--- src/rtl/spart_pkg.sv ---
// Shared constants and types for the SPART transmit slice.
package spart_pkg;

  localparam logic [15:0] DEFAULT_DIV = 16'd1302;
  localparam int          OVERSAMPLE  = 16;

  localparam logic [1:0] ADDR_TXRX   = 2'b00;
  localparam logic [1:0] ADDR_STATUS = 2'b01;
  localparam logic [1:0] ADDR_DBL    = 2'b10;
  localparam logic [1:0] ADDR_DBH    = 2'b11;

  typedef enum logic [1:0] {
    ST_IDLE  = 2'd0,
    ST_START = 2'd1,
    ST_DATA  = 2'd2,
    ST_STOP  = 2'd3
  } tx_state_e;

endpackage

--- src/rtl/spart_tx_if.sv ---
// Driver-side bus of the SPART transmitter plus serial line and FSM debug state.
// Bus protocol: one access per clk while iocs is high; iorw=1 read, 0 write; no ready/stall.
interface spart_tx_if;
  import spart_pkg::*;

  logic       iocs;
  logic       iorw;
  logic [1:0] ioaddr;
  logic [7:0] databus;
  logic [7:0] rd_data;
  logic       tbr;
  logic       txd;
  tx_state_e  tx_state;

  modport master (
    output iocs, iorw, ioaddr, databus,
    input  rd_data, tbr, txd, tx_state
  );

  modport slave (
    input  iocs, iorw, ioaddr, databus,
    output rd_data, tbr, txd, tx_state
  );
endinterface

--- src/rtl/spart_baud_gen.sv ---
// Divisor registers and down-counter producing a one-clk baud_en every divisor+1 clks.
module spart_baud_gen #(
  parameter logic [15:0] DEFAULT_DIV = spart_pkg::DEFAULT_DIV
) (
  input  logic        clk,
  input  logic        rst,
  input  logic        wr_lo,
  input  logic        wr_hi,
  input  logic [7:0]  wr_data,
  output logic [15:0] div,
  output logic        baud_en
);

  logic [15:0] div_q, div_d;
  logic [15:0] cnt_q, cnt_d;

  always_ff @(posedge clk) begin
    if (rst) begin
      div_q <= DEFAULT_DIV;
      cnt_q <= DEFAULT_DIV;
    end else begin
      div_q <= div_d;
      cnt_q <= cnt_d;
    end
  end

  always_comb begin
    div_d   = div_q;
    baud_en = (cnt_q == 16'd0);
    cnt_d   = baud_en ? div_q : cnt_q - 16'd1;
    if (wr_lo) div_d[7:0] = wr_data;
    // High-byte write restarts the count at the new full divisor.
    if (wr_hi) begin
      div_d[15:8] = wr_data;
      cnt_d       = {wr_data, div_q[7:0]};
    end
  end

  assign div = div_q;

endmodule

--- src/rtl/spart_tx.sv ---
// SPART transmitter: register decode, 1-deep holding register and 8N1 serialiser.
// Define SPART_OVERRUN_EN to implement the sticky overrun flag in status bit 2.
module spart_tx #(
  parameter logic [15:0] DEFAULT_DIV = spart_pkg::DEFAULT_DIV,
  parameter int          OVERSAMPLE  = spart_pkg::OVERSAMPLE
) (
  input logic        clk,
  input logic        rst,
  spart_tx_if.slave  bus
);
  import spart_pkg::*;

  localparam logic [3:0] TICK_LAST = 4'(OVERSAMPLE - 1);

  tx_state_e   state_q, state_d;
  logic [3:0]  tick_q, tick_d;
  logic [2:0]  idx_q, idx_d;
  logic [7:0]  shift_q, shift_d;
  logic [7:0]  hold_q, hold_d;
  logic        hold_full_q, hold_full_d;
  logic [7:0]  rd_data_q, rd_data_d;
  logic        txd_q, txd_d;
  logic        ovr;
  logic [15:0] div;
  logic        baud_en;

  logic wr, rd, wr_tx, load, bit_end, tbr;

  assign wr      = bus.iocs & ~bus.iorw;
  assign rd      = bus.iocs & bus.iorw;
  assign wr_tx   = wr && (bus.ioaddr == ADDR_TXRX);
  assign load    = (state_q == ST_IDLE) && hold_full_q;
  assign bit_end = baud_en && (tick_q == TICK_LAST);

  spart_baud_gen #(.DEFAULT_DIV(DEFAULT_DIV)) u_baud (
    .clk     (clk),
    .rst     (rst),
    .wr_lo   (wr && (bus.ioaddr == ADDR_DBL)),
    .wr_hi   (wr && (bus.ioaddr == ADDR_DBH)),
    .wr_data (bus.databus),
    .div     (div),
    .baud_en (baud_en)
  );

  always_ff @(posedge clk) begin
    if (rst) begin
      state_q     <= ST_IDLE;
      tick_q      <= '0;
      idx_q       <= '0;
      shift_q     <= '0;
      hold_q      <= '0;
      hold_full_q <= 1'b0;
      rd_data_q   <= '0;
      txd_q       <= 1'b1;
    end else begin
      state_q     <= state_d;
      tick_q      <= tick_d;
      idx_q       <= idx_d;
      shift_q     <= shift_d;
      hold_q      <= hold_d;
      hold_full_q <= hold_full_d;
      rd_data_q   <= rd_data_d;
      txd_q       <= txd_d;
    end
  end

  always_comb begin
    state_d     = state_q;
    tick_d      = baud_en ? tick_q + 4'd1 : tick_q;
    idx_d       = idx_q;
    shift_d     = shift_q;
    hold_d      = hold_q;
    hold_full_d = hold_full_q;
    if (bit_end) tick_d = '0;
    case (state_q)
      ST_IDLE: begin
        tick_d = '0;
        if (hold_full_q) begin
          state_d     = ST_START;
          shift_d     = hold_q;
          hold_full_d = 1'b0;
        end
      end
      ST_START: begin
        if (bit_end) begin
          state_d = ST_DATA;
          idx_d   = '0;
        end
      end
      ST_DATA: begin
        if (bit_end) begin
          shift_d = {1'b0, shift_q[7:1]};
          idx_d   = idx_q + 3'd1;
          if (idx_q == 3'd7) state_d = ST_STOP;
        end
      end
      ST_STOP: begin
        if (bit_end) state_d = ST_IDLE;
      end
      default: state_d = ST_IDLE;
    endcase
    // A write landing on the load edge refills the register the load just emptied.
    if (wr_tx && (!hold_full_q || load)) begin
      hold_d      = bus.databus;
      hold_full_d = 1'b1;
    end
  end

  always_comb begin
    tbr = ~hold_full_q;
    case (state_d)
      ST_START: txd_d = 1'b0;
      ST_DATA:  txd_d = shift_d[0];
      default:  txd_d = 1'b1;
    endcase
    rd_data_d = rd_data_q;
    if (rd) begin
      case (bus.ioaddr)
        ADDR_TXRX:   rd_data_d = 8'h00;
        ADDR_STATUS: rd_data_d = {5'b0, ovr, tbr, 1'b0};
        ADDR_DBL:    rd_data_d = div[7:0];
        default:     rd_data_d = div[15:8];
      endcase
    end
  end

`ifdef SPART_OVERRUN_EN
  logic ovr_q, ovr_d;

  always_ff @(posedge clk) begin
    if (rst) ovr_q <= 1'b0;
    else     ovr_q <= ovr_d;
  end

  always_comb begin
    ovr_d = ovr_q;
    if (rd && (bus.ioaddr == ADDR_STATUS)) ovr_d = 1'b0;
    if (wr_tx && hold_full_q && !load)     ovr_d = 1'b1;
  end

  assign ovr = ovr_q;
`else
  assign ovr = 1'b0;
`endif

  assign bus.rd_data  = rd_data_q;
  assign bus.tbr      = tbr;
  assign bus.txd      = txd_q;
  assign bus.tx_state = state_q;

endmodule

--- src/flat_wrapper.sv ---
// flat-port wrapper written by rule: the top's interface ports become plain ports
module spart_tx_flat import spart_pkg::*;
#(
  parameter logic [15:0] DEFAULT_DIV = spart_pkg::DEFAULT_DIV,
  parameter int          OVERSAMPLE  = spart_pkg::OVERSAMPLE
)
  (clk, rst, bus_iocs, bus_iorw, bus_ioaddr, bus_databus, bus_rd_data, bus_tbr, bus_txd, bus_tx_state);
  spart_tx_if bus_i ();
  input logic clk;
  input logic rst;
  input wire logic [$bits(bus_i.iocs)-1:0] bus_iocs;
  input wire logic [$bits(bus_i.iorw)-1:0] bus_iorw;
  input wire logic [$bits(bus_i.ioaddr)-1:0] bus_ioaddr;
  input wire logic [$bits(bus_i.databus)-1:0] bus_databus;
  output wire logic [$bits(bus_i.rd_data)-1:0] bus_rd_data;
  output wire logic [$bits(bus_i.tbr)-1:0] bus_tbr;
  output wire logic [$bits(bus_i.txd)-1:0] bus_txd;
  output wire logic [$bits(bus_i.tx_state)-1:0] bus_tx_state;
  assign bus_i.iocs = bus_iocs;
  assign bus_i.iorw = bus_iorw;
  assign bus_i.ioaddr = bus_ioaddr;
  assign bus_i.databus = bus_databus;
  assign bus_rd_data = bus_i.rd_data;
  assign bus_tbr = bus_i.tbr;
  assign bus_txd = bus_i.txd;
  assign bus_tx_state = bus_i.tx_state;
  spart_tx #(.DEFAULT_DIV(DEFAULT_DIV), .OVERSAMPLE(OVERSAMPLE)) u_core (.clk(clk), .rst(rst), .bus(bus_i));
endmodule
--- config.mk ---
export PLATFORM = sky130hd
export DESIGN_NAME = spart_tx_flat
export DESIGN_NICKNAME = d
export VERILOG_FILES = /design/src/rtl/spart_pkg.sv /design/src/rtl/spart_tx_if.sv /design/src/rtl/spart_baud_gen.sv /design/src/rtl/spart_tx.sv /design/src/flat_wrapper.sv
export SDC_FILE = /design/constraint.sdc
export NUM_CORES = 1
export LEC_CHECK = 0
export ABC_AREA = 1
export CAP_MARGIN = 20
export CORE_ASPECT_RATIO = 2
export CORE_MARGIN = 3
export CORE_UTILIZATION = 52
export DETAILED_ROUTE_END_ITERATION = 7
export GPL_TIMING_DRIVEN = 0
export PLACE_DENSITY = 0.82
export SETUP_SLACK_MARGIN = 0.1
export SLEW_MARGIN = 20
export SYNTH_ARGS = -nofsm -noshare
export SYNTH_HDL_FRONTEND = slang
export SYNTH_SLANG_ARGS = --single-unit
--- constraint.sdc ---
create_clock -name clk -period 1.4 [get_ports clk]
set_input_delay 0.21 -clock clk [delete_from_list [all_inputs] [get_ports clk]]
set_output_delay 0.21 -clock clk [all_outputs]
set_load 0.03 [all_outputs]
Yosys cells after proc, flatten, opt, wreduce, memory -nomap -nowiden
Cells that the tools add are included.
{ "word_totals": {"output_inout_bits": 12, "latch_bits": 0, "memories": 0, "ramBits": 0, "regBits": 67, "inputBits": 14, "word_cells": 67, "rom_bits": 0} }
{ "op_classes": {"shifts": 0, "n_mux": 18, "eq_ne": 13, "add_sub_neg": 3, "n_bitwise": 4, "magnitude_cmp": 0, "multipliers": 0, "n_reduce_logical": 17, "n_div": 0} }
{ "ops": {"columns": ["operator", "count"], "rows": [
  ["two-way mux 16 bit", 2],
  ["one-hot mux 8 bit (3 select lines)", 1],
  ["zero test 16 bit", 1],
  ["two-way mux 8 bit", 2],
  ["one-hot mux 8 bit (2 select lines)", 1],
  ["subtractor 16 x 1 -> 16 bit, second input constant", 1],
  ["equality test 2 bit, second input constant", 5],
  ["two-way mux 2 bit", 5],
  ["one-hot mux 2 bit (4 select lines)", 1],
  ["equality test 2 x 1 -> 1 bit, second input constant", 3],
  ["logical AND 1 bit", 6],
  ["two-way mux 3 bit", 2],
  ["inequality test 2 x 1 -> 1 bit, second input constant", 3],
  ["one-hot mux 3 bit (2 select lines)", 1],
  ["AND reduction 3 bit", 2],
  ["nonzero test 2 bit", 3],
  ["adder 4 x 1 -> 4 bit, second input constant", 1],
  ["equality test 4 bit, second input constant", 1],
  ["zero test 2 bit", 2],
  ["adder 3 x 1 -> 3 bit, second input constant", 1],
  ["equality test 3 bit, second input constant", 1],
  ["OR reduction 3 bit", 1],
  ["AND 1 bit", 2],
  ["two-way mux 1 bit", 2],
  ["other kinds (4)", 5]
]} }

Logic depth before layout (Yosys ltp)
Gate-level depths: netlist of run 1.
{ "logic_depth": {"depth_word": 6, "ltp_mapped": 11, "mapped_depth_nobuf": 11} }

By module
From an unflattened synthesis of run 1, not the netlist that was laid out.
{ "unflattened": {"hier_cells": 451, "area_unflattened_um2": 3221.8} }
{ "modules_own_cells": {"columns": ["mod", "area_per_inst_um2", "cells_per_inst", "seq_area_each_um2", "n_inst"], "rows": [
  ["spart_tx", 1631.6, 221, 700.7, 1],
  ["spart_baud_gen", 1590.3, 230, 640.6, 1]
]} }

Worst setup path after synthesis of run 1
Ideal clock, no wire load.
{ "synth_timing": {"path_type": "register -> register", "startpoint": "register u_core.u_baud.cnt_q[0]", "endpoint": "register u_core.shift_q[1]", "setup_ns": 0.128, "arrival_time_ns": 1.310, "required_ns": 1.272, "n_path_buf": 0, "period_less_slack_ns": 1.438, "stages_incl_launch_ff": 10, "setup_slack_ns": -0.038, "cell_sequence": "dfxtp_1 -> inv_1 -> ha_1 -> nand2_4 -> nor2_4 -> nand3_4 -> nand2_4 -> nand3_4 -> a21oi_1 -> nor2_1"} }
{ "synth_between": {"elab_chain_cells": 4} }
{ "synth_rtl": {"columns": ["element", "line", "rtl"], "rows": [
  ["from (decl)", "spart_baud_gen.sv:15", "logic [15:0] cnt_q, cnt_d;"],
  ["from (signal assigned)", "spart_baud_gen.sv:23", "cnt_q <= cnt_d;"],
  ["zero test 16 bit", "spart_baud_gen.sv:29", "baud_en = (cnt_q == 16'd0);"],
  ["logical AND 1 bit", "spart_tx.sv:33", "assign bit_end = baud_en && (tick_q == TICK_LAST);"],
  ["inequality test 2 x 1 -> 1 bit (no source line)", null, null],
  ["AND reduction 3 bit (no source line)", null, null],
  ["to (signal assigned)", "spart_tx.sv:59", "shift_q <= shift_d;"],
  ["to (decl)", "spart_tx.sv:18", "logic [7:0] shift_q, shift_d;"]
]} }
No other way between the ends.
A chain may end at the register's enable or synchronous reset.

Worst setup path after layout of run 1
{ "layout_timing": {"startpoint": "register u_core.u_baud.cnt_q[2]", "endpoint": "register u_core.u_baud.cnt_q[14]"} }
{ "layout_between": {"elab_chain_cells": 3, "elab_cells_between_ends": 4, "classes_between": "add/sub (1); mux (2); reduce/logical (1)"} }
{ "layout_rtl": {"columns": ["element", "line", "rtl"], "rows": [
  ["subtractor 16 x 1 -> 16 bit / zero test 16 bit (equally long branches)", "spart_baud_gen.sv:30, spart_baud_gen.sv:29", null],
  ["two-way mux 16 bit (*)", "spart_baud_gen.sv:30", "cnt_d = baud_en ? div_q : cnt_q - 16'd1;"],
  ["two-way mux 16 bit (*)", "spart_baud_gen.sv:33", "if (wr_hi) begin"]
]} }
Every way passes the cells marked *; elsewhere a longest branch is shown, timed or not.

==> results.md, run 1 <==
- The run finished, with violations left.
- The final reports fail on negative setup slack.
- Grouping stages by cell kind, the critical path spends the most delay in simple AND/OR/NAND/NOR gates.
- The switching fraction of total power is 0.297.
- The total area inside the core boundary comes to 0.00611 mm2.
- The maximum achievable frequency is 595 MHz.
- The maximum level of the CTS H-tree is 3.
- Once layout is complete, the utilization of the core stands at 0.779.
- The clock passes through at most 2 buffers.
- At the worst endpoint, the required time is 1.62 ns.
- The worst path in the final design needs a cycle of 1.68 ns, including I/O delays and setup.
- For this run, design rule violations remaining after detail routing come to 0.
- At the pin with the least slew margin, the transition time is 0.625 ns.
- The largest net degree at the start of global routing is 11.
- The analysis attributes to net switching a power of 1.74 mW.
- The number of stages on the worst setup path is 8.
- The critical path goes through nor2_4 -> nand2_8 -> nor3_4 -> inv_1 -> o21ai_1 -> nand3_1 -> nor2_1 -> nor2_1.
- The clock root buffer master is sky130_fd_sc_hd__clkbuf_16.
- Setup violations remaining at the end of the flow were counted as 34.
- The clock tree from TritonCTS is done.
- The portion of synthesized area spent on multiplexers is 0.
- The worst-case IR drop observed on VDD is 0.00123 V.
- Buffers inserted during clock tree synthesis total 9.
- The endpoint identified for the worst register-to-register timing path is u_core.u_baud.cnt_q[14].
- The highest cell delay on the worst timing path is 0.37 ns.
- The number of detailed-route iterations in the first pass is 5.
- The number of antenna violations at the first check in global routing is 0.
- Of the total power, combinational logic draws 0.213.
- The number of sinks on the clock net is 67.
- The total count of max-transition violations in the final report is 0.
- The floorplan has 40 rows.
- Data on the critical path arrives at its endpoint at 1.90 ns.
- The via count of the first global-routing pass was 3535.
- The net count after synthesis is 456.
- The cell area that synthesis handed to floorplanning was 0.00333 mm2.
- The slowest cell on the critical path is sky130_fd_sc_hd__dfxtp_4.
- The main combinational cell family by area after synthesis is simple AND/OR/NAND/NOR gates.
- Of the total synthesized cell area, the portion taken by AND, OR, NAND and NOR gates is 0.315.
- Synthesis instantiated 38 different standard cells from the library.
- In this run the horizontal extent of the chip is 62.6 um.
- Of the total power, the clock network draws 0.421.
- The starting density of the core is 0.546.
- The launching point of the worst reg2reg path is u_core.u_baud.cnt_q[2].
- The first global-routing pass estimated 17800 um of wire.
- The gate count of the mapped netlist is 438.
- In the final layout, the share of cells above drive strength 1 is 0.359.
- A synthesized cell averages 7.61 um2.
- The total vias in the final route is 3503.
- Once detail routing completed, the nets flagged for antenna violations numbered 0.
- The post-route worst setup slack is -0.281 ns.
- Max-cap violations in this run came to 0.
- After the last flow step, the layout net total stands at 527.
- The endpoint of the worst setup timing path is u_core.u_baud.cnt_q[14].
- The final clock period utilization by the worst path is 1.20.
- The most frequent cell on the critical path is sky130_fd_sc_hd__nor2_1.
- The cell count of the worst reg-to-reg path is 8.
- Summed over all cells, the static leakage comes to 2.02 nW.
- The half-perimeter wire length after placement is 6290 um.
- The number of failing hold endpoints at the final stage is 0.
- The part of the power in registers is 0.366.
- The sum of routed wire length over all layers is 12300 um.
- Counting flops and latches in the post-synthesis netlist gives 67.
- The internal portion of the total power is 4.12 mW.
- The number of cells in the finished layout apart from fillers is 596.
- The most critical setup path has its startpoint at u_core.u_baud.cnt_q[2].
- The signed area change from the synthesized netlist to the final layout is 42.6%.
- Summed over all layers, the global routing overflow is 0.
- For this run, the register share of the synthesized area comes to 0.402.
- The fraction of the mapped netlist area in compound gates is 0.157.
- In the final routed layout, each cell accounts on average for 20.7 um.
- After detailed routing, the number of vias per cell comes to 5.88.
- In this run the count of I/O pins placed on the die edge is 26.
- The worst setup path is launched from a flop.
- The adder-cell share of the synthesized area is 0.0150.
- The kind of end point of the critical path is a flop.
- In the global route stage, overall resource usage came out at 0.317.
- The critical path class is reg2reg.
- The number of antenna diodes in the final layout is 0.
- The worst slew slack as a fraction of its limit is 0.584.
- The die covers 0.00747 mm2.
- Setup repair after global routing could not meet its margin everywhere.
- The ratio of total power to cell area is 1230 mW/mm2.
- Input and output buffers added on the ports amount to 24.
- In this run, the number of DRC markers left after iteration 0 of detailed routing was 233.
- The clock skew is 0.00750 ns.
- The worst setup timing slack at the placement stage is -0.484 ns.
- For the worst-skew pair, the clock arrives at the later sink with an insertion delay of 0.33 ns.
- The area share of xor/xnor cells in the synthesized design is 0.0263.
- The number of placed instances, taps included is 546.
- The Yosys step of the flow raised 0 warnings.
- The buffering stage count on the worst path with inverters included is 1.
- The highest fanout seen on the critical path is 5.
- The setup check on the worst reg-to-reg path leaves a slack of -0.28 ns.
- After clock tree synthesis, the clock-pin slew on the worst setup and hold paths is 0.06 ns.
- The floorplan step set the die height to 119 um.
- In the layout the commonest cells are sky130_fd_sc_hd__nand2_1, sky130_fd_sc_hd__nor2_1, sky130_fd_sc_hd__dfxtp_1.
- At the end of routability-driven placement, the weighted congestion stood at 0.901.
- In this run the worst hold path is classified as in2reg.
through the flow:
| stage | hold slack (ns) | setup TNS [ns] | total power, mW | cell area [um2] |
|---|---|---|---|---|
| final | 0.302 | -5.39 | 5.87 | 4760 |
| after global routing | 0.324 | -7.13 | 6.03 | 4760 |
| after CTS | 0.206 | -0.501 | 5.58 | 4450 |
| after detailed placement | 0.456 | -13.00 | 3.07 | 3720 |
| after global placement | 0.449 | -12.29 | 3.06 | 3720 |
| after floorplan | 0.336 | 0 | 2.79 | 3370 |
sequential cells by signal, summed over array words and instances (netlist names):
signal,count
u_core.hold_full_q,1
u_core.bus.txd,1
u_core.bus.tx_state,2
u_core.tick_q,4
u_core.u_baud.div,16
u_core.idx_q,3
u_core.u_baud.cnt_q,16
u_core.shift_q,8
u_core.hold_q,8
u_core.bus.rd_data,8
how the worst min path moves through the flow:
stage                           from               endpoint  slack, ns  cells after the start
2_1_floorplan         bus_databus[1]   u_core.u_baud.div[1]       0.34                      2
3_3_place_gp   u_core.u_baud.div[12]  u_core.u_baud.div[12]       0.45                      2
3_5_place_dp       u_core.shift_q[3]      u_core.shift_q[3]       0.46                      2
4_1_cts                          rst  u_core.u_baud.div[12]       0.21                      2
5_1_grt                          rst  u_core.u_baud.div[12]       0.32                      2
6_report                         rst  u_core.u_baud.div[12]       0.30                      2
kinds of logic (layout without fill, tap and decap cells):
| kind of cell | Yosys count | count (layout) |
|---|---|---|
| DFF | 67 | 67 |
| adders and majority gates | 4 | 4 |
| and+or+nand+nor | 189 | 189 |
| xor gates and xnor gates | 10 | 10 |
| AOI/OAI and AO/OA | 97 | 97 |
| buffers and inverters | 71 | 145 |
cell usage after synthesis:
master	n	area, um2
sky130_fd_sc_hd__inv_2	9	33.8
sky130_fd_sc_hd__nand2_1	64	240
sky130_fd_sc_hd__inv_1	51	191
sky130_fd_sc_hd__nand3_1	16	80.1
sky130_fd_sc_hd__xor2_1	5	43.8
sky130_fd_sc_hd__nor2_2	9	56.3
sky130_fd_sc_hd__nand3_2	1	10.0
sky130_fd_sc_hd__buf_4	1	7.51
sky130_fd_sc_hd__nor3b_1	1	7.51
sky130_fd_sc_hd__dfxtp_1	67	1340
sky130_fd_sc_hd__nand4_4	1	21.3
sky130_fd_sc_hd__o21ai_1	12	60.1
sky130_fd_sc_hd__or2_2	1	6.26
sky130_fd_sc_hd__a41oi_1	1	8.76
sky130_fd_sc_hd__nand4_1	2	12.5
sky130_fd_sc_hd__buf_2	3	15.0
sky130_fd_sc_hd__nor3_2	1	10.0
sky130_fd_sc_hd__nand3_4	3	52.6
sky130_fd_sc_hd__buf_6	1	11.3
sky130_fd_sc_hd__nand2_4	5	56.3
sky130_fd_sc_hd__nor2_1	60	225
sky130_fd_sc_hd__a21oi_1	38	190
sky130_fd_sc_hd__o221ai_1	7	61.3
sky130_fd_sc_hd__nand3b_1	1	7.51
sky130_fd_sc_hd__nor2_8	3	60.1
sky130_fd_sc_hd__nor2_4	11	124
sky130_fd_sc_hd__o211ai_1	2	15.0
sky130_fd_sc_hd__nand4_2	1	12.5
sky130_fd_sc_hd__nand2_8	1	20.0
sky130_fd_sc_hd__xnor2_1	5	43.8
sky130_fd_sc_hd__a31oi_1	1	6.26
sky130_fd_sc_hd__ha_1	4	50.1
sky130_fd_sc_hd__nand2_2	6	37.5
sky130_fd_sc_hd__nor3_1	2	10.0
sky130_fd_sc_hd__clkbuf_1	5	18.8
sky130_fd_sc_hd__o21a_1	1	7.51
sky130_fd_sc_hd__clkinv_1	1	3.75
sky130_fd_sc_hd__o21ai_0	35	175
power groups by stage:
| stage | clock (mW) | combinational, mW | sequential, mW |
|---|---|---|---|
| after global placement | 0 | 0.913 | 2.14 |
| after detailed placement | 0 | 0.922 | 2.15 |
| after CTS | 2.45 | 1.01 | 2.12 |
| after floorplan | 0 | 0.570 | 2.22 |
| final | 2.47 | 1.25 | 2.15 |
| after global routing | 2.52 | 1.35 | 2.16 |
layout make-up:
| cell class | instances | area, um2 |
|---|---|---|
| Sequential cell | 67 | 1370 |
| Multi-Input combinational cell | 300 | 2070 |
| Buffer | 10 | 63.8 |
| Inverter | 61 | 265 |
| Clock inverter | 2 | 60.1 |
| Clock buffer | 12 | 256 |
| Timing Repair Buffer | 60 | 564 |
| Tap cell | 84 | 105 |
| Fill cell | 346 | 1350 |
timing repair:
action	4_1_cts	5_1_grt
gates cloned	2	0
hold buffers	0	0
endpoints found under the setup margin	68	62
resized for setup	105	68
pin swaps	35	21
setup buffers	22	12
per-layer routing:
metal / vias to the layer above / global-route usage / wire length, um / share of wire
li1: 1567 / - / - / -
met1: 1656 / 0.275 / 3920 / 0.32
met2: 200 / 0.567 / 6440 / 0.52
met3: 80 / 0.0962 / 764 / 0.062
met4: 0 / 0.275 / 1200 / 0.097
met5: - / 0.0441 / 0 / 0
Note: power is estimated with default switching activity, not from simulation.
==> run 2: changes to the inputs <==
--- a/config.mk
+++ b/config.mk
@@ -5,11 +5,10 @@
 export SDC_FILE = /design/constraint.sdc
 export NUM_CORES = 1
 export LEC_CHECK = 0
-export ABC_AREA = 1
 export CAP_MARGIN = 20
 export CORE_ASPECT_RATIO = 2
 export CORE_MARGIN = 3
-export CORE_UTILIZATION = 52
+export CORE_UTILIZATION = 51
 export DETAILED_ROUTE_END_ITERATION = 7
 export GPL_TIMING_DRIVEN = 0
 export PLACE_DENSITY = 0.82
==> run 2 against run 1 <==
Against the previous run: the flow still finishes with violations (negative setup slack); clock skew is 0.0025 ns lower; combinational power is 68% lower; die area is 6.9% lower; via count is 14% lower; utilization is 4.3 points lower; clock power is 2% higher; synthesized cell count is 17% lower; cell count is 19% lower; maximum frequency is 27% lower; wire length is 27% lower; first-iteration DRC count is 44% lower; register-to-register slack worse by 0.63 ns; largest cell class unchanged; largest power group unchanged; highest routed layer unchanged.
==> results.md, run 2 <==
- The synthesized flop and latch total is 67 (unchanged).
- The clock skew is 0.00502 ns (was 0.00750 ns).
- The worst slew slack as a fraction of its limit came to 0.586 (was 0.584).
- The post-layout utilization of the core is 0.736 (was 0.779).
- The ratio of total power to cell area was 1180 mW/mm2 (was 1230 mW/mm2).
- The worst path arrival time is 2.52 ns (was 1.90 ns).
- The final antenna-violating net count is 0 (unchanged).
- The signed area change from the synthesized netlist to the final layout is 38.8% (was 42.6%).
- The critical path class was reg2reg (unchanged).
- The number of rows in the core area was 39 (was 40).
- The via count of the first global-routing pass came to 2940 (was 3535).
- The starting density of the core is 0.530 (was 0.546).
- The clock-pin slew of the registers on the worst-case setup and hold paths is 0.06 ns (about the same).
- The post-synthesis sequential area ratio is 0.443 (was 0.402).
- The mean area per synthesized cell is 8.36 um2 (was 7.61 um2).
- The slew at the pin closest to its max-slew limit is 0.621 ns (was 0.625 ns).
- The hold buffer count at cts is 0 (unchanged).
- The post-layout net count was 432 (was 527).
- The distinct cell type count of the synthesized netlist is 48 (was 38).
- The maximum level of the CTS H-tree came to 3 (unchanged).
- The total count of max-transition violations in the final report is 0 (unchanged).
- The leakage power figure is 1.63 nW (was 2.02 nW).
- The die outline width came to 60.5 um (was 62.6 um).
- The yosys synthesis warning count is 0 (unchanged).
- The most common flop cell mapped by yosys is sky130_fd_sc_hd__dfxtp_1 (unchanged).
- The I/O pin count is 26 (unchanged).
- The largest area contributor in the synthesized netlist is sky130_fd_sc_hd__dfxtp_1 (unchanged).
- The number of maximum-capacitance constraint violations is 0 (unchanged).
- The number of enable-type register cells in the synthesized netlist is 0 (unchanged).
- The cell with the most instances after synthesis was sky130_fd_sc_hd__dfxtp_1 (unchanged).
- Failing checks: negative setup slack (unchanged).
- The half-perimeter wire length after placement came to 5740 um (was 6290 um).
- The number of failing hold endpoints at the final stage is 0 (unchanged).
- The met3 track demand over resource came to 0.0663 (was 0.0962).
- The global routing usage on met1 is 0.278 (was 0.275).
- The highest cell delay on the worst timing path was 0.53 ns (was 0.37 ns).
- The fraction of registers with async set/reset is 0 (unchanged).
- The peak supply drop is 0.00108 V (was 0.00123 V).
- Leaving out fill and tap cells, the most frequent cell in the layout is sky130_fd_sc_hd__dfxtp_1.
- The number of sinks on the clock net is 67 (unchanged).
- The number of placed instances, taps included is 448 (was 546).
- The total vias in the final route is 3025 (was 3503).
- The die height is 115 um (was 119 um).
- Cells traversed along the worst timing path: inv_2 -> ha_4 -> or3b_4 -> or4_4 -> buf_8 -> nor3_2 -> mux2i_1 -> a211oi_1 (was nor2_4 -> nand2_8 -> nor3_4 -> inv_1 -> o21ai_1 -> nand3_1 -> nor2_1 -> nor2_1).
- The met2 capacity usage during global routing came to 0.441 (was 0.567).
- The standard cell core area came to 0.00571 mm2 (was 0.00611 mm2).
- The startpoint class of the critical path is a flop (unchanged).
- The number of antenna violations at the first check in global routing was 0 (unchanged).
- The diode insertion count for antenna repair is 0 (unchanged).
- The net count after synthesis came to 380 (was 456).
- The worst hold-check path type is in2reg (unchanged).
- The count of input and output buffers is 25 (was 24).
- The most used routing layer is met2 (unchanged).
- The clock root buffer master is sky130_fd_sc_hd__clkbuf_16 (unchanged).
- The required time of the critical path was 1.61 ns (was 1.62 ns).
- Commonest non-fill, non-tap cells in the layout: sky130_fd_sc_hd__dfxtp_1, sky130_fd_sc_hd__nand2_1, sky130_fd_sc_hd__nor2_1 (was sky130_fd_sc_hd__nand2_1, sky130_fd_sc_hd__nor2_1, sky130_fd_sc_hd__dfxtp_1).
- The total clock buffers created by CTS is 9 (unchanged).
- The proportion of layout cells with a drive suffix above 1 is 0.289 (was 0.359).
- The total global routing overflow is 0 (unchanged).
- The first-pass GRT wire length came to 13700 um (was 17800 um).
- The overall routing resource usage is 0.266 (was 0.317).
- Top post-synthesis cells by area: sky130_fd_sc_hd__dfxtp_1, sky130_fd_sc_hd__nand2_1, sky130_fd_sc_hd__nor2_1, sky130_fd_sc_hd__a21oi_1, sky130_fd_sc_hd__mux2_2 (was sky130_fd_sc_hd__dfxtp_1, sky130_fd_sc_hd__nand2_1, sky130_fd_sc_hd__nor2_1, sky130_fd_sc_hd__inv_1, sky130_fd_sc_hd__a21oi_1).
- The number of detailed-route iterations in the first pass is 6 (was 5).
- The worst setup timing slack at the placement stage is -1.22 ns (was -0.484 ns).
- The vias per cell came to 6.30 (was 5.88).
- The post-route worst setup slack is -0.908 ns (was -0.281 ns).
- The global placer's final weighted congestion came to 0.857 (was 0.901).
- The maximum achievable frequency was 433 MHz (was 595 MHz).
- The number of fill cells is 368 (was 346).
- The kind of cell adding the most delay to the critical path is simple AND/OR/NAND/NOR gates (unchanged).
- The number of design rule violations left after detail routing is 0 (unchanged).
- The overall die area is 0.00695 mm2 (was 0.00747 mm2).
- The clock tree from TritonCTS is done (unchanged).
- The total power draw is 4.96 mW (was 5.87 mW).
- The proportion of netlist area held by the largest area contributor was 0.443 (was 0.402).
- The gate count of the mapped netlist came to 362 (was 438).
- The beginning of the worst hold path is bus_iocs (was rst).
- The buffer levels on the longest clock path is 2 (unchanged).
- The final hold slack was 0.254 ns (was 0.302 ns).
- The highest fanout seen on the critical path came to 6 (was 5).
- The slowest cell on the critical path is sky130_fd_sc_hd__or4_4 (was sky130_fd_sc_hd__dfxtp_4).
- The post-detailed-route wirelength per cell came to 18.8 um (was 20.7 um).
- The final clock period utilization by the worst path was 1.65 (was 1.20).
- The sum of routed wire length over all layers came to 9010 um (was 12300 um).
- The kind of end point of the critical path is a flop (unchanged).
- The number of cells in the finished layout apart from fillers is 480 (was 596).
- The clock latency at the later pin of the worst-skew pair is 0.34 ns (was 0.33 ns).
- The netlist area before placement is 0.00303 mm2 (was 0.00333 mm2).
- Result of the run: complete, but fails checks (unchanged).
- The buffering stage count on the worst path with inverters included is 2 (was 1).
- Setup repair after global routing missed its margin: true (unchanged).
- The clock period minus final worst setup slack is 2.31 ns (was 1.68 ns).
- The number of DRC markers after the initial detailed-route iteration was 131 (was 233).
- The largest net degree at the start of global routing was 12 (was 11).
- The final count of negative-setup-slack endpoints is 34 (unchanged).
- Ranking of synthesized cells by instance count: sky130_fd_sc_hd__dfxtp_1, sky130_fd_sc_hd__nand2_1, sky130_fd_sc_hd__nor2_1 (unchanged).
- The source of the critical timing path is u_core.u_baud.cnt_q[0] (was u_core.u_baud.cnt_q[2]).
- The launching point of the worst reg2reg path is u_core.u_baud.cnt_q[0] (was u_core.u_baud.cnt_q[2]).
[run 2: cell types whose count changed in the layout (fill, tap and decap cells not counted), sizes merged, moves of 13 or more]
cell   before  now
a22oi       0   13
buf        41   24
inv        59    6
nand2      76   53
nor2       83   42
o21ai      47   11
[run 2: logic make-up (layout without fill, tap and decap cells)]
kind of cell	Yosys count	count (layout)	synth area share
AO/OA/AOI/OAI	85	85	0.180
XOR/XNOR	9	9	0.0260
adder cells (fa/ha/maj)	4	4	0.0165
multiplexers	18	18	0.0633
AND/OR/NAND/NOR	150	150	0.232
flip-flops	67	67	0.443
buffers and inverters	29	86	0.0393
[run 2: layer usage]
metal / vias up / wire length [um]
li1: 1401 / -
met1: 1429 / 3280
met2: 142 / 4510
met3: 53 / 591
met4: 0 / 622
met5: - / 0
[run 2: worst paths after layout]
check,end,slack (ns),depth (start not counted)
max,u_core.u_baud.cnt_q[14],-0.91,8
min,u_core.bus.rd_data[1],0.25,3
max reg2reg,u_core.u_baud.cnt_q[14],-0.91,8
min reg2reg,u_core.shift_q[1],0.46,2
[run 2: repair_timing]
action,4_1_cts,5_1_grt
cloned,1,0
endpoints found under the setup margin,79,58
gates resized for setup,78,54
buffers inserted,9,7
pin swaps,23,10
[run 2: stage by stage]
step | cell area (um2) | setup TNS (ns)
after global routing | 4200 | -28.07
after CTS | 4020 | -23.51
after global placement | 3400 | -48.46
final | 4200 | -25.10
after floorplan | 3070 | -22.48
after detailed placement | 3400 | -49.10
[run 2: worst reg2reg max path: stages, from the launching register on]
cell and delay, ns:
sky130_fd_sc_hd__dfxtp_2 0.34, sky130_fd_sc_hd__inv_2 0.07, sky130_fd_sc_hd__ha_4 0.12, sky130_fd_sc_hd__or3b_4 0.39, sky130_fd_sc_hd__or4_4 0.53, sky130_fd_sc_hd__buf_8 0.16
sky130_fd_sc_hd__nor3_2 0.18, sky130_fd_sc_hd__mux2i_1 0.28, sky130_fd_sc_hd__a211oi_1 0.12
[run 2: layout make-up]
class / instances / area [um2] / share of cell area
clock inverters: 4 / 70.1 / 0.0167
repair buffers: 41 / 360 / 0.0858
multi-input cells: 266 / 1880 / 0.446
flip-flops and latches: 67 / 1350 / 0.322
plain buffers: 23 / 175 / 0.0417
clock buffers: 12 / 268 / 0.0637
well taps: 61 / 76.3 / 0.0182
inverters: 6 / 22.5 / 0.00536
[run 2: power breakdown]
part / internal, mW / total [mW] / switching [mW]
combinational: 0.177 / 0.403 / 0.227
clock: 1.71 / 2.53 / 0.822
sequential: 1.96 / 2.02 / 0.0575
==> run 3: changes to the inputs <==
==> constraint.sdc (replaced) <==
create_clock -name clk -period 1.4 [get_ports clk]
set_input_delay 0.21 -clock clk [delete_from_list [all_inputs] [get_ports clk]]
set_output_delay 0.21 -clock clk [all_outputs]
set_load 0.005 [all_outputs]
==> run 3 against run 2 <==
Against the previous run: the flow still finishes with violations (negative setup slack); design area is 6.8% higher; clock power is 2% lower; sequential share of layout area is 2.1 points lower; clock skew is 0.0013 ns higher; maximum frequency is 0.83% higher; critical path type unchanged; critical endpoint is now u_core.idx_q[0]; highest routed layer unchanged.
==> results.md, run 3 (synthesis results as in run 2) <==
- Result of the run: complete, but fails checks (unchanged).
- Failing checks: negative setup slack (unchanged).
- The hold buffer count at cts is 0 (unchanged).
- The peak supply drop is 0.00119 V (was 0.00108 V).
- The number of design rule violations left after detail routing was 0 (unchanged).
- The diode insertion count for antenna repair is 0 (unchanged).
- The half-perimeter wire length after placement is 5880 um (was 5740 um).
- The post-placement cell area is 0.00339 mm2 (was 0.00340 mm2).
- The number of failing hold endpoints at the final stage is 0 (unchanged).
- The number of rows in the core area was 39 (unchanged).
- The clock skew is 0.00628 ns (was 0.00502 ns).
- The number of placed instances, taps included is 448 (unchanged).
- The kind of end point of the critical path is a flop (unchanged).
- The worst hold-check path type is in2reg (unchanged).
- The clock tree from TritonCTS was done (unchanged).
- The overall routing resource usage is 0.303 (was 0.266).
- The number of detailed-route iterations in the first pass is 6 (unchanged).
- The final antenna-violating net count is 0 (unchanged).
- The overall die area is 0.00695 mm2 (unchanged).
- The I/O pin count is 26 (unchanged).
- The clock root buffer master is sky130_fd_sc_hd__clkbuf_16 (unchanged).
- The die height is 115 um (unchanged).
- The count of input and output buffers is 25 (unchanged).
- The clock latency at the later pin of the worst-skew pair is 0.33 ns (was 0.34 ns).
- The register area is 0.00135 mm2 (about the same).
- The first-pass GRT wire length is 15500 um (was 13700 um).
- Commonest non-fill, non-tap cells in the layout: sky130_fd_sc_hd__dfxtp_1, sky130_fd_sc_hd__nand2_1, sky130_fd_sc_hd__nor2_1 (unchanged).
- The clock-pin slew of the registers on the worst-case setup and hold paths is 0.06 ns (about the same).
- The number of maximum-capacitance constraint violations was 0 (unchanged).
- The number of DRC markers after the initial detailed-route iteration is 160 (was 131).
- The post-detailed-route wirelength per cell is 21.5 um (was 18.8 um).
- The number of antenna violations at the first check in global routing came to 0 (unchanged).
- The ratio of total power to cell area is 1100 mW/mm2 (was 1180 mW/mm2).
- The clock period minus final worst setup slack is 2.29 ns (was 2.31 ns).
- The worst setup timing slack at the placement stage is -1.19 ns (was -1.22 ns).
- The final-layout setup total negative slack is -24.58 ns (was -25.10 ns).
- The highest fanout seen on the critical path is 6 (unchanged).
- The standard cell core area came to 0.00571 mm2 (unchanged).
- The slew at the pin closest to its max-slew limit came to 0.704 ns (was 0.621 ns).
- The final count of negative-setup-slack endpoints is 34 (unchanged).
- The largest net degree at the start of global routing is 12 (unchanged).
- The leading cell type in the layout, fill and taps excluded is sky130_fd_sc_hd__dfxtp_1 (unchanged).
- The total count of max-transition violations in the final report is 0 (unchanged).
- The buffer levels on the longest clock path is 2 (unchanged).
- The sum of routed wire length over all layers is 10400 um (was 9010 um).
- The maximum achievable frequency is 437 MHz (was 433 MHz).
- The critical path class is reg2reg (unchanged).
- The reg2reg setup slack is -0.89 ns (was -0.91 ns).
- The worst path arrival time was 2.54 ns (was 2.52 ns).
- The number of cells in the finished layout apart from fillers is 486 (was 480).
- The leakage power figure is 1.69 nW (was 1.63 nW).
- The via count of the first global-routing pass came to 3142 (was 2940).
- The die outline width is 60.5 um (unchanged).
- The required time of the critical path is 1.65 ns (was 1.61 ns).
- Setup repair after global routing missed its margin: true (unchanged).
- The signed area change from the synthesized netlist to the final layout is 48.3% (was 38.8%).
- The maximum level of the CTS H-tree is 3 (unchanged).
- The total vias in the final route is 3109 (was 3025).
- The total clock buffers created by CTS came to 9 (unchanged).
- The post-route worst setup slack is -0.889 ns (was -0.908 ns).
- The post-layout net count is 438 (was 432).
- The number of sinks on the clock net is 67 (unchanged).
- The proportion of layout cells with a drive suffix above 1 came to 0.344 (was 0.289).
- The vias per cell was 6.40 (was 6.30).
- The global placer's final weighted congestion was 0.872 (was 0.857).
- The worst slew slack as a fraction of its limit is 0.531 (was 0.586).
- The final clock period utilization by the worst path came to 1.64 (was 1.65).
- The combined area of the multi-input logic cells is 0.00207 mm2 (was 0.00188 mm2).
- The total global routing overflow is 0 (unchanged).
- The startpoint class of the critical path is a flop (unchanged).
- The area of all placed cells without fillers is 0.00449 mm2 (was 0.00420 mm2).
- The starting density of the core is 0.530 (unchanged).
- The number of fill cells came to 322 (was 368).
[run 3: cell count changes in the layout (fill, tap and decap cells not counted), sizes merged]
cell,previous run,this run
clkbuf,30,27
buf,24,31
dlygate4sd2,8,13
clkdlybuf4s15,5,1
clkinv,2,3
[run 3: worst paths after layout]
path,start,to,depth (start not counted)
worst min register to register,u_core.shift_q[3],u_core.shift_q[3],2
worst max register to register,u_core.u_baud.cnt_q[9],u_core.idx_q[0],8
worst max-delay path,u_core.u_baud.cnt_q[9],u_core.idx_q[0],8
worst min-delay path,bus_iocs,u_core.bus.rd_data[1],3
[run 3: what timing repair did]
item | CTS | global route
endpoints found under the setup margin | 79 | 49
gates resized for setup | 125 | 54
buffers inserted | 18 | 3
endpoints found under the hold margin | 0 | 0
pin swaps | 28 | 14
cloned | 1 | 0
[run 3: worst max-delay path: stages (launching register included)]
cell	delay (ns)
sky130_fd_sc_hd__dfxtp_2	0.32
sky130_fd_sc_hd__or4_4	0.53
sky130_fd_sc_hd__buf_6	0.14
sky130_fd_sc_hd__or4_4	0.46
sky130_fd_sc_hd__buf_8	0.17
sky130_fd_sc_hd__buf_8	0.14
sky130_fd_sc_hd__nor4_4	0.20
sky130_fd_sc_hd__o21ai_1	0.09
sky130_fd_sc_hd__a21oi_1	0.15
[run 3: final cells by class]
class                           count  area share
Sequential cell                    67       0.301
Clock buffer                       11      0.0563
Multi-Input combinational cell    266       0.461
Clock inverter                      5      0.0167
Inverter                            6     0.00502
Timing Repair Buffer               47      0.0987
Buffer                             23      0.0443
Tap cell                           61      0.0170
[run 3: power by group]
part / switching [mW] / internal [mW] / total (mW)
clock: 0.833 / 1.65 / 2.48
sequential: 0.0625 / 1.97 / 2.03
combinational: 0.244 / 0.200 / 0.444
[run 3: routing by layer]
metal / vias to the layer above / part of all wire / track usage
met5: - / 0 / 0
met4: 0 / 0.073 / 0.276
met3: 47 / 0.049 / 0.0663
met2: 149 / 0.52 / 0.484
met1: 1496 / 0.36 / 0.315
li1: 1417 / - / -
[run 3: through the flow]
stage	util	total power [mW]	hold WS, ns
final	0.786	4.95	0.271
after global routing	0.786	5.06	0.283
after CTS	0.744	4.87	0.364
after detailed placement	0.593	2.37	0.450
after global placement	0.593	2.36	0.444
after floorplan	-	2.24	0.334
==> edit 1: new RTL, config.mk and constraints of run 1 <==
`rd_data_q` no longer has a reset.
--- a/src/rtl/spart_tx.sv
+++ b/src/rtl/spart_tx.sv
@@ -50,7 +50,6 @@
       shift_q     <= '0;
       hold_q      <= '0;
       hold_full_q <= 1'b0;
-      rd_data_q   <= '0;
       txd_q       <= 1'b1;
     end else begin
       state_q     <= state_d;
@@ -59,9 +58,12 @@
       shift_q     <= shift_d;
       hold_q      <= hold_d;
       hold_full_q <= hold_full_d;
-      rd_data_q   <= rd_data_d;
       txd_q       <= txd_d;
     end
+  end
+
+  always_ff @(posedge clk) begin
+    rd_data_q <= rd_data_d;
   end
 
   always_comb begin
Behaviour: not the same (Yosys sat finds a counterexample within 4 cycles, from zero or initial values and one cycle with rst high).
==> edit 1 against run 1 <==
The flow still finishes with violations (setup timing). Count of clock-buffer cells in the layout stayed put. Global-route usage is 3.9 points lower. Synthesized area is 5.2% lower. Clock skew is 2.2 ps lower. Via count is 8.1% lower. Die area is 4.8% lower. Design area is 5.9% lower. Routed wire length is 17% lower. Worst setup slack better by 60 ps. Sequential cell count stayed put. Core utilization is 0.79 points lower.
Power is not compared: it rests on default switching activity, and its combinational part moved more than twofold at a synthesized area within 25%.
==> edit 1: results (changes against run 1) <==
[status]
run_status=complete, but fails checks
violations=setup timing

[placed_design]
post-place-ws_ps=-557.8  ; -74.07 ps
dp_cells=500  ; -8.4%
gp_congestion=0.9363  ; +3.9%
hpwl_mm=6.138  ; -2.4%

[layout]
n_all_buffers=63  ; -10%
final-seq-area_sq_mm=0.001434  ; +4.8%
num-fill-cells=364  ; +5.2%
num-multi-input-gates=280  ; -6.7%
inv_count=62  ; +1.6%
clock_cell_area_share_pct=6.624  ; -0.032 points
bufAreaShareNonClock_pct=12.83  ; -0.38 points

[sta]
whs_ps=232.9  ; -69.26 ps
worst_slack_ps=-221.4  ; +59.90 ps
skew_ps=5.344  ; -2.156 ps
finalHoldViolCount=0  ; unchanged
setup_viol=32  ; -5.9%

[synth]
avgSynthCellArea_sq_um=7.619  ; about the same
synth-edff-count=8  ; +8
synthAdderAreaFrac_pct=1.583  ; +0.082 points
synth_xor_area_share_pct=1.385  ; -1.2 points
synth_compound_area_share_pct=14.64  ; -1.1 points
synthTopCellsByArea=dfxtp_1, nand2_1, edfxtp_1, nor2_1, inv_1
ys_types=37  ; -2.6%
ys_seq_area_share_pct=44.95  ; +4.7 points
syn_nets=433  ; -5.0%

[setup_path]
worst-path-max-fanout=4  ; -1
rr_worst_depth=10  ; +2
r2r-start=u_core.u_baud.cnt_q[0]
cpPeakStageDelay_ps=330  ; -40 ps
crit_slowest_cell=dfxtp_2
crit_end=u_core.bus.txd
crit_arrival_ps=1850  ; -50 ps

[global_route]
first_global_vias=3017  ; -15%
grt_use_total_pct=27.78  ; -3.9 points
met3_usage_pct=6.637  ; -3.0 points
grt_use_met2_pct=47.95  ; -8.7 points
grt_pass1_wl_mm=14.23  ; -20%
use_met1_pct=27.35  ; -0.14 points

[clock_network]
cts_setup_buffers=13  ; -41%
clock_path_buffers=2  ; unchanged

[route]
drt-met1-wl_mm=3.383  ; -14%
drtIter0Drc=268  ; +15%
wl_per_cell_um=18.59  ; -10%
vias_per_cell=5.863  ; -0.24%
route.met3.wl_um=431  ; -44%

[min_path]
worst_hold_path.endpoint=u_core.bus.tx_state[1]

-- edit 1: worst max-delay path: cells and delay by family (launching register included) --
kind | cells | cell delay, ps
DFF | 1 | 330
and+or+nand+nor | 6 | 600
AOI/OAI and AO/OA | 1 | 200
adders and majority gates | 1 | 170
buffers and inverters | 2 | 210
-- edit 1: where the power goes --
group / switching [mW] / internal, mW / total (mW) / leakage, nW
Clock: 0.807 / 1.42 / 2.23 / 0.139
Combinational: 0.315 / 0.197 / 0.512 / 1.18
Sequential: 0.0488 / 2.00 / 2.05 / 0.558
Total: 1.17 / 3.62 / 4.79 / 1.87
-- edit 1: logic make-up after synthesis --
| group | Yosys count |
|---|---|
| AOI/OAI and AO/OA | 86 |
| xor gates and xnor gates | 5 |
| adders and majority gates | 4 |
| buffers and inverters | 70 |
| DFF | 67 |
| and+or+nand+nor | 183 |
==> edit 2: new RTL, settings of run 1 <==
Without the edit above. The option `SPART_OVERRUN_EN` is turned on by a define.
--- a/src/rtl/spart_tx.sv
+++ b/src/rtl/spart_tx.sv
@@ -1,5 +1,7 @@
 // SPART transmitter: register decode, 1-deep holding register and 8N1 serialiser.
 // Define SPART_OVERRUN_EN to implement the sticky overrun flag in status bit 2.
+`define SPART_OVERRUN_EN
+
 module spart_tx #(
   parameter logic [15:0] DEFAULT_DIV = spart_pkg::DEFAULT_DIV,
   parameter int          OVERSAMPLE  = spart_pkg::OVERSAMPLE
Check against the original RTL: not equivalent (a bounded check fails within 10 cycles, from zero or initial values and one cycle with rst high).
==> edit 2 against run 1 <==
The flow still finishes with violations (setup timing). Routed wire length decreased by 20%. Critical path depth increased by 2. Worst setup slack improved by 37 ps. Synthesized cell count decreased by 3.2%. Via count decreased by 7.7%. Sequential cell count increased by 1. Design area decreased by 8.7%. Synthesized area decreased by 5.3%. Critical path type unchanged. Critical endpoint is now u_core.bus.txd. Highest routed layer unchanged.
Power is not compared: it rests on default switching activity, and its combinational part moved more than twofold at a synthesized area within 25%.
==> edit 2: results (changes against run 1) <==
[synth]
avgSynthCellArea_sq_um=7.448  ; -2.2%
ys_types=35  ; -7.9%
synth_commonest_cells=dfxtp_1, nand2_1, nor2_1

[placed_design]
hpwl_mm=5.963  ; -5.2%
post-place-ws_ps=-504.3  ; -20.51 ps
gp_congestion=0.9233  ; +2.5%

[layout]
final-seq-area_sq_mm=0.001375  ; +0.55%
n_all_buffers=58  ; -17%
clock_cell_area_share_pct=6.884  ; +0.23 points
inv_count=57  ; -6.6%
drive_above_1_share_pct=30.33  ; -5.6 points
num-multi-input-gates=290  ; -3.3%
bufAreaShareNonClock_pct=11.55  ; -1.7 points

[route]
drt-met1-wl_mm=3.243  ; -17%
drtIter0Drc=210  ; -9.9%
wl_met2_mm=5.207  ; -19%
vias_per_cell=5.891  ; +0.22%
route.met3.wl_um=554  ; -27%

[global_route]
first_global_vias=3099  ; -12%
use_met1_pct=26.89  ; -0.60 points
met3_usage_pct=5.973  ; -3.6 points

[setup_path]
setup.worst_path.start=u_core.u_baud.cnt_q[10]
worst-path-max-fanout=3  ; -2
worstReg2RegEnd=u_core.bus.txd

[sta]
whs_ps=302.1  ; -0.05800 ps
worst_slack_ps=-244.0  ; +37.32 ps
skew_ps=5.666  ; -1.834 ps
setup_viol=33  ; -2.9%
maxSlewHeadroom_pct=55.43  ; -2.9 points
timing.setup.tns_ps=-3181  ; +2211 ps

[status]
run_status=complete, but fails checks
violations=setup timing

[clock_network]
cts_sinks=68  ; +1.5%

## edit 2: changes by cell type after synthesis, moves of 3 or more
cell / change
xor2_1: +3
nor2_4: -4
nand2_1: +4
inv_2: -5
nand3_4: -3
nor2_8: -3
a21oi_1: -12
a31oi_1: +7
## edit 2: kinds of logic after synthesis
family / after synthesis / share of synthesized area (%)
XOR/XNOR: 12 / 3.328
AO/OA/AOI/OAI: 96 / 16.96
buffers and inverters: 67 / 8.478
flip-flops: 68 / 43.11
AND/OR/NAND/NOR: 177 / 26.55
adder cells (fa/ha/maj): 4 / 1.585
## edit 2: what timing repair did
action,in CTS,in global routing
hold buffers,0,0
pin swaps,23,24
cloned,2,1
gates resized for setup,83,56
buffers inserted,11,11
setup endpoints to repair,77,67
## edit 2: worst max-delay path: stages (launching register included)
cell,delay (ps)
dfxtp_1,370
nor2_4,170
nand2_2,100
nor2_4,190
nand3_4,130
nor2_4,120
nor2_1,60
nand2_1,120
nand2_1,90
nand2_1,90
nand3_2,80
